## config.mk

```make
export PLATFORM = sky130hd
export DESIGN_NAME = register_file_flat
export DESIGN_NICKNAME = d
export VERILOG_FILES = /design/src/rtl/register_file_pkg.sv /design/src/rtl/register_file_if.sv /design/src/rtl/register_file_reg_scoreboard.sv /design/src/rtl/register_file.sv /design/src/flat_wrapper.sv
export SDC_FILE = /design/constraint.sdc
export NUM_CORES = 2
export LEC_CHECK = 0
export CORE_MARGIN = 1
export CORE_UTILIZATION = 50
export DETAILED_ROUTE_END_ITERATION = 12
export GPL_ROUTABILITY_DRIVEN = 0
export MAX_ROUTING_LAYER = met4
export PLACE_DENSITY = 0.71
export SETUP_SLACK_MARGIN = 0.4
export SLEW_MARGIN = 25
export SYNTH_ARGS = -nofsm -noshare
export SYNTH_HDL_FRONTEND = slang
export SYNTH_HIERARCHICAL = 1
export SYNTH_SLANG_ARGS = --single-unit
export TNS_END_PERCENT = 10
```

## constraint.sdc

```tcl
create_clock -name Clk -period 8.49 [get_ports Clk]
set_clock_uncertainty 0.2 [all_clocks]
set_input_delay 1.2735 -clock Clk [delete_from_list [all_inputs] [get_ports Clk]]
set_output_delay 1.2735 -clock Clk [all_outputs]
set_load 0.05 [all_outputs]
```

## src/rtl/register_file_pkg.sv

```systemverilog
// Shared definitions for the register file and its hazard scoreboard.
// Latency: n/a (types and constants only).
// Backpressure: n/a.
package register_file_pkg;

  localparam int DATA_W     = 32;
  localparam int REG_ADDR_W = 5;
  localparam int NUM_REGS   = 32;
  localparam int ZERO_REG   = 0;
  localparam int CNT_W      = 2;

  typedef logic [REG_ADDR_W-1:0] regAddr_t;
  typedef logic [CNT_W-1:0]      pendCnt_t;

  localparam pendCnt_t CNT_MAX = '1;

  function automatic logic isZeroReg(regAddr_t a);
    return a == regAddr_t'(ZERO_REG);
  endfunction

endpackage

```

## src/rtl/register_file_if.sv

```systemverilog
// Bundle of ID read/issue and WB write signals between pipeline and register file.
// Latency: n/a (wiring only).
// Backpressure: StallOut tells the ID stage to hold its instruction.
// Ports: master = pipeline side (drives addresses, WB, issue); slave = register file.
interface register_file_if;
  import register_file_pkg::*;

  regAddr_t           ID_ReadReg1In;
  regAddr_t           ID_ReadReg2In;
  logic [DATA_W-1:0]  ReadData1Out;
  logic [DATA_W-1:0]  ReadData2Out;
  logic               WB_RegWriteIn;
  regAddr_t           WB_WriteRegIn;
  logic [DATA_W-1:0]  WB_WriteDataIn;
  logic               ID_IssueIn;
  logic               ID_RegWriteIn;
  regAddr_t           ID_DestRegIn;
  logic               StallOut;

  modport master (
    output ID_ReadReg1In, ID_ReadReg2In,
    output WB_RegWriteIn, WB_WriteRegIn, WB_WriteDataIn,
    output ID_IssueIn, ID_RegWriteIn, ID_DestRegIn,
    input  ReadData1Out, ReadData2Out, StallOut
  );

  modport slave (
    input  ID_ReadReg1In, ID_ReadReg2In,
    input  WB_RegWriteIn, WB_WriteRegIn, WB_WriteDataIn,
    input  ID_IssueIn, ID_RegWriteIn, ID_DestRegIn,
    output ReadData1Out, ReadData2Out, StallOut
  );

endinterface

```

## src/rtl/register_file_reg_scoreboard.sv

```systemverilog
// Per-register 2-bit pending-write counters and the operand-hazard stall.
// Latency: stall is combinational; counters update on the next rising edge.
// Backpressure: stall=1 holds ID; a stalled issue changes no counter.
// Ports: clk/rst (async, active-low), two source addresses, WB enable/address,
//        issue/regWrite/dest of the ID instruction, stall out.
module reg_scoreboard
  import register_file_pkg::*;
#(
  parameter int N_REGS = NUM_REGS
) (
  input  logic     clk,
  input  logic     rst,
  input  regAddr_t readReg1,
  input  regAddr_t readReg2,
  input  logic     wbRegWrite,
  input  regAddr_t wbWriteReg,
  input  logic     issue,
  input  logic     issueRegWrite,
  input  regAddr_t issueDestReg,
  output logic     stall
);

  // Register 0 has no counter; cntView supplies a constant 0 in its place.
  pendCnt_t          cntQ    [1:N_REGS-1];
  pendCnt_t          cntView [N_REGS];
  logic [N_REGS-1:1] incVec;
  logic [N_REGS-1:1] decVec;
  logic              accept;
  logic              busy1;
  logic              busy2;

  // A count of 1 that the WB port is retiring right now is already resolved:
  // the read path bypasses the WB data, so the source need not wait.
  function automatic logic srcBusy(regAddr_t a, pendCnt_t c, logic wbHit);
    return !isZeroReg(a) && (c != '0) && !((c == pendCnt_t'(1)) && wbHit);
  endfunction

  always_comb begin
    cntView[0] = '0;
    for (int i = 1; i < N_REGS; i++) cntView[i] = cntQ[i];
  end

  always_comb begin
    busy1 = srcBusy(readReg1, cntView[readReg1], wbRegWrite && (wbWriteReg == readReg1));
    busy2 = srcBusy(readReg2, cntView[readReg2], wbRegWrite && (wbWriteReg == readReg2));
    stall = busy1 || busy2;
  end

  assign accept = issue && !stall && issueRegWrite && !isZeroReg(issueDestReg);

  always_comb begin
    incVec = '0;
    decVec = '0;
    for (int i = 1; i < N_REGS; i++) begin
      incVec[i] = accept && (issueDestReg == regAddr_t'(i));
      decVec[i] = wbRegWrite && (wbWriteReg == regAddr_t'(i));
    end
  end

  // inc and dec together cancel; overflow at 3 and underflow at 0 hold value.
  always_ff @(posedge clk or negedge rst) begin
    if (!rst) begin
      for (int i = 1; i < N_REGS; i++) cntQ[i] <= '0;
    end else begin
      for (int i = 1; i < N_REGS; i++) begin
        if (incVec[i] && !decVec[i] && (cntQ[i] != CNT_MAX))
          cntQ[i] <= cntQ[i] + 1'b1;
        else if (decVec[i] && !incVec[i] && (cntQ[i] != '0))
          cntQ[i] <= cntQ[i] - 1'b1;
      end
    end
  end

endmodule

```

## src/rtl/register_file.sv

```systemverilog
// Two-read/one-write register file with WB bypass and pending-write stall.
// Latency: reads and StallOut combinational; writes land on the next rising edge.
// Backpressure: StallOut asserts while a source operand awaits write-back.
// Ports: Clk, Rst (async, active-low), rf = register_file_if.slave
//        (read addresses/data, WB write port, ID issue info, StallOut).
module register_file #(
  parameter int DATA_W   = 32,
  parameter int NUM_REGS = 32
) (
  input  logic           Clk,
  input  logic           Rst,
  register_file_if.slave rf
);
  import register_file_pkg::*;

  logic [DATA_W-1:0] regQ    [1:NUM_REGS-1];
  logic [DATA_W-1:0] regView [NUM_REGS];
  logic              wbActive;
  logic              bypass1;
  logic              bypass2;

  // Bypass is gated by Rst so reads return 0 for the whole reset window,
  // even if the WB port happens to be active.
  assign wbActive = Rst && rf.WB_RegWriteIn && !isZeroReg(rf.WB_WriteRegIn);
  assign bypass1  = wbActive && (rf.WB_WriteRegIn == rf.ID_ReadReg1In);
  assign bypass2  = wbActive && (rf.WB_WriteRegIn == rf.ID_ReadReg2In);

  always_comb begin
    regView[0] = '0;
    for (int i = 1; i < NUM_REGS; i++) regView[i] = regQ[i];
  end

  always_comb begin
    rf.ReadData1Out = bypass1 ? rf.WB_WriteDataIn : regView[rf.ID_ReadReg1In];
    rf.ReadData2Out = bypass2 ? rf.WB_WriteDataIn : regView[rf.ID_ReadReg2In];
  end

  always_ff @(posedge Clk or negedge Rst) begin
    if (!Rst) begin
      for (int i = 1; i < NUM_REGS; i++) regQ[i] <= '0;
    end else begin
      for (int i = 1; i < NUM_REGS; i++) begin
        if (wbActive && (rf.WB_WriteRegIn == regAddr_t'(i)))
          regQ[i] <= rf.WB_WriteDataIn;
      end
    end
  end

  reg_scoreboard #(
    .N_REGS(NUM_REGS)
  ) uScoreboard (
    .clk          (Clk),
    .rst          (Rst),
    .readReg1     (rf.ID_ReadReg1In),
    .readReg2     (rf.ID_ReadReg2In),
    .wbRegWrite   (rf.WB_RegWriteIn),
    .wbWriteReg   (rf.WB_WriteRegIn),
    .issue        (rf.ID_IssueIn),
    .issueRegWrite(rf.ID_RegWriteIn),
    .issueDestReg (rf.ID_DestRegIn),
    .stall        (rf.StallOut)
  );

endmodule

```

## src/flat_wrapper.sv

```systemverilog
// flat-port wrapper written by rule: the top's interface ports become plain ports
module register_file_flat import register_file_pkg::*;
#(
  parameter int DATA_W   = 32,
  parameter int NUM_REGS = 32
)
  (Clk, Rst, rf_ID_ReadReg1In, rf_ID_ReadReg2In, rf_WB_RegWriteIn, rf_WB_WriteRegIn, rf_WB_WriteDataIn, rf_ID_IssueIn, rf_ID_RegWriteIn, rf_ID_DestRegIn, rf_ReadData1Out, rf_ReadData2Out, rf_StallOut);
  register_file_if rf_i ();
  input  logic Clk;
  input  logic Rst;
  input wire logic [$bits(rf_i.ID_ReadReg1In)-1:0] rf_ID_ReadReg1In;
  input wire logic [$bits(rf_i.ID_ReadReg2In)-1:0] rf_ID_ReadReg2In;
  input wire logic [$bits(rf_i.WB_RegWriteIn)-1:0] rf_WB_RegWriteIn;
  input wire logic [$bits(rf_i.WB_WriteRegIn)-1:0] rf_WB_WriteRegIn;
  input wire logic [$bits(rf_i.WB_WriteDataIn)-1:0] rf_WB_WriteDataIn;
  input wire logic [$bits(rf_i.ID_IssueIn)-1:0] rf_ID_IssueIn;
  input wire logic [$bits(rf_i.ID_RegWriteIn)-1:0] rf_ID_RegWriteIn;
  input wire logic [$bits(rf_i.ID_DestRegIn)-1:0] rf_ID_DestRegIn;
  output wire logic [$bits(rf_i.ReadData1Out)-1:0] rf_ReadData1Out;
  output wire logic [$bits(rf_i.ReadData2Out)-1:0] rf_ReadData2Out;
  output wire logic [$bits(rf_i.StallOut)-1:0] rf_StallOut;
  assign rf_i.ID_ReadReg1In = rf_ID_ReadReg1In;
  assign rf_i.ID_ReadReg2In = rf_ID_ReadReg2In;
  assign rf_i.WB_RegWriteIn = rf_WB_RegWriteIn;
  assign rf_i.WB_WriteRegIn = rf_WB_WriteRegIn;
  assign rf_i.WB_WriteDataIn = rf_WB_WriteDataIn;
  assign rf_i.ID_IssueIn = rf_ID_IssueIn;
  assign rf_i.ID_RegWriteIn = rf_ID_RegWriteIn;
  assign rf_i.ID_DestRegIn = rf_ID_DestRegIn;
  assign rf_ReadData1Out = rf_i.ReadData1Out;
  assign rf_ReadData2Out = rf_i.ReadData2Out;
  assign rf_StallOut = rf_i.StallOut;
  register_file #(.DATA_W(DATA_W), .NUM_REGS(NUM_REGS)) u_core (.Clk(Clk), .Rst(Rst), .rf(rf_i));
endmodule
```

==> run summary <==
outcome: completed
Post-synth EDFFs: 0
Leak: 28.98 nW
Layout Nets: 4377
Cells after Synth: 4430
CP most frequent cell: clkdlybuf4s50_1
die span in y: 348.4 um
DRC Markers: 0
max incr delay on CP: 930 ps
critical-path cell list: clkdlybuf4s50_1 > nor2_1 > a21oi_1 > nand4_4 > a31oi_1 > clkdlybuf4s50_1
switching share of power: 27.56%
post-CTS sizing: 0
Ys Warns: 6
CP arrival: 5340 ps
layout filler cell count: 9616
DRT iter0 DRCs: 4176
cell-internal power: 0.01007 W
sequential power share: 44.4%
final WL: 174.0 mm
RSZ-0062 raised after global routing: false
highest clock rate: 146.7 MHz
Seq/Total Area, Yosys: 43.95%
class of the worst hold path: in -> async
Post-Syn Area: 60010 um^2
drt wl/cell: 28.94 um
critical path class: in -> out
TritonCTS clock tree: yes
Clock Path Buffers: 3
TritonCTS buffer count: 113
syn_nets: 4487
Synth-to-Final Area Change: 9.671%
Vias/cell: 6.693
clock power share: 37.3%
Synth cell types: 71
Clk Tree Root Cell: clkbuf_16
setup TNS: 0 ps
VDD IR max: 176.0 uV
Reg2Reg Setup Slack: 4700 ps
Initial Util: 50.62%
Clock transition at path regs: 60 ps
Slew HR: 27.08%
Async SR Flop Fraction: 100.0%
Slew Viols, Final: 0
Setup Buffers After CTS: 0
latest clock arrival within the worst-skew pair: 730 ps
DPL Wire Length: 96.28 mm
Site Rows: 126
largest net degree at the start of global routing: 167
Mean Syn Cell Area: 13.55 um^2
IO Count: 122
Post-DRT Antenna Nets: 0
clock period minus worst slack: 6818 ps
port buffer count: 121
Psw: 0.003830 W
first-pass GRT wire length: 263.9 mm
Max FO, Critical Path: 39
PwrDens: 211.2 nW/um^2
CTS H-tree depth: 3
fin crit share: 80.30%
Critical Path End Type: primary output
initial antenna violation count: 3
Core ar.: 118600 um^2
clk sink count: 1054
die area: 121400 um^2
vias: 40245
share of cells above drive strength 1: 42.85%
Worst Max-Slew Pin Slew: 1094 ps
final setup violation count: 0
element type at the critical path start: primary input
register bit total from synthesis: 1054
vias in the first global route: 41029
ys flop type: dfrtp_1
Max-cap violations: 0
Hold Fails Final Rpt: 0
worst endpoint required time: 7020 ps
Die W: 348.4 um
Pre-antenna DRT Iters: 6
Total GRT Usage: 29.71%
grt total ovfl: 0
Comb pwr share: 18.3%
slowest CP cell: clkdlybuf4s50_1
CTS Hold Buffers Added: 0
Hold WS: 286.7 ps
==> path summary, 6_finish.rpt <==
path / from / end / cells after the start
max: rf_WB_WriteRegIn[1] / rf_ReadData1Out[2] / 6
min: Rst / u_core/uScoreboard/cntQ[28] / 1
max reg2reg: u_core/uScoreboard/cntQ[16] / u_core/uScoreboard/cntQ[36] / 8
min reg2reg: u_core/regQ[33] / u_core/regQ[33] / 1
max in group asynchronous: Rst / u_core/regQ[908] / 4
min in group Clk: u_core/regQ[33] / u_core/regQ[33] / 1
==> registers in the layout, indices dropped and copies added, names as in the netlist <==
name	count
u_core/regQ	992
u_core/uScoreboard/cntQ	62
==> final cells by class <==
type                    instances  area [um^2]  share of cell area [%]
multi-input cells            2914        31390                   47.70
flip-flops and latches       1054        26380                   40.08
clock buffers                 165         3304                   5.021
repair buffers                227         2103                   3.196
well taps                    1600         2002                   3.042
clock inverters                41        588.1                  0.8936
inverters                      10        38.79                 0.05894
diodes                          2        5.005                0.007605
==> synthesized netlist by cell type, types with 45 or more instances <==
| cell | count | share of area [%] |
|---|---|---|
| a22oi_1 | 64 | 0.80 |
| dfrtp_1 | 1054 | 44 |
| o22ai_1 | 64 | 0.67 |
| mux2_2 | 1068 | 20 |
| clkbuf_1 | 157 | 0.98 |
| mux4_2 | 408 | 15 |
| mux2i_1 | 241 | 4.0 |
| nor2_1 | 155 | 0.97 |
| o221ai_1 | 62 | 0.90 |
| buf_4 | 64 | 0.80 |
| buf_1 | 47 | 0.29 |
| mux2_1 | 49 | 0.92 |
| nand3_1 | 46 | 0.38 |
| buf_2 | 139 | 1.2 |
| a31oi_1 | 65 | 0.68 |
| nand2_1 | 183 | 1.1 |
| buf_6 | 45 | 0.84 |
| a21oi_1 | 138 | 1.2 |
==> metal layers <==
layer	vias to the layer above	wire length, um	part of all wire [%]	GRT usage [%]
li1	16709	-	-	-
met1	21351	71390	41	39.44
met2	1748	83230	48	46.27
met3	437	12160	7.0	4.184
met4	0	7219	4.1	11.96
met5	-	0	0	-
==> power groups by stage <==
stage	Clock, W	Sequential, W	Combinational (W)
after floorplan	0	0.00608	0.00194
after global placement	0	0.00618	0.00249
after detailed placement	0	0.00623	0.00253
after CTS	0.00526	0.00615	0.00254
after global routing	0.00547	0.00626	0.00271
final	0.00518	0.00617	0.00255
==> critical path, delay by kind of cell <==
kind | cells | cell delay, ps
AO/OA/AOI/OAI | 2 | 1110
buffers and inverters | 2 | 1840
AND/OR/NAND/NOR | 2 | 1100
==> through the flow <==
step           area, um^2  util [%]  worst slack [ps]  std cells  power (W)
6_report            65810     55.51              1672       6013    0.01390
5_1_grt             65810     55.51              1452       6012    0.01444
4_1_cts             65780     55.48              1673       6009    0.01396
3_5_place_dp        61890     52.20              1695       5803   0.008768
3_3_place_gp        61940     52.24              1708       5803   0.008672
2_1_floorplan       60010         -              3618       4430   0.008016
==> cells by family after synthesis <==
group	share of synthesized area (%)
AO/OA/AOI/OAI	5.690
XOR/XNOR	0.2919
buffers and inverters	4.143
flip-flops	43.95
multiplexers	41.04
AND/OR/NAND/NOR	4.877
==> cells in the final DEF (no fill, tap or decap), types with 36 or more instances in the layout <==
cell type	Yosys	routed
a211oi_1	36	36
a21oi_1	138	138
a22oi_1	64	64
a31oi_1	65	65
buf_4	64	96
clkbuf_16	0	114
clkdlybuf4s50_1	0	96
dfrtp_1	1054	1054
mux2_1	49	49
mux2_2	1068	1068
mux2i_1	241	241
mux4_2	408	408
nand2_1	183	178
nand3_1	46	42
nor2_1	155	136
o21ai_0	38	38
o221ai_1	62	62
o22ai_1	64	64
Note: power is estimated with default switching activity, not from simulation.
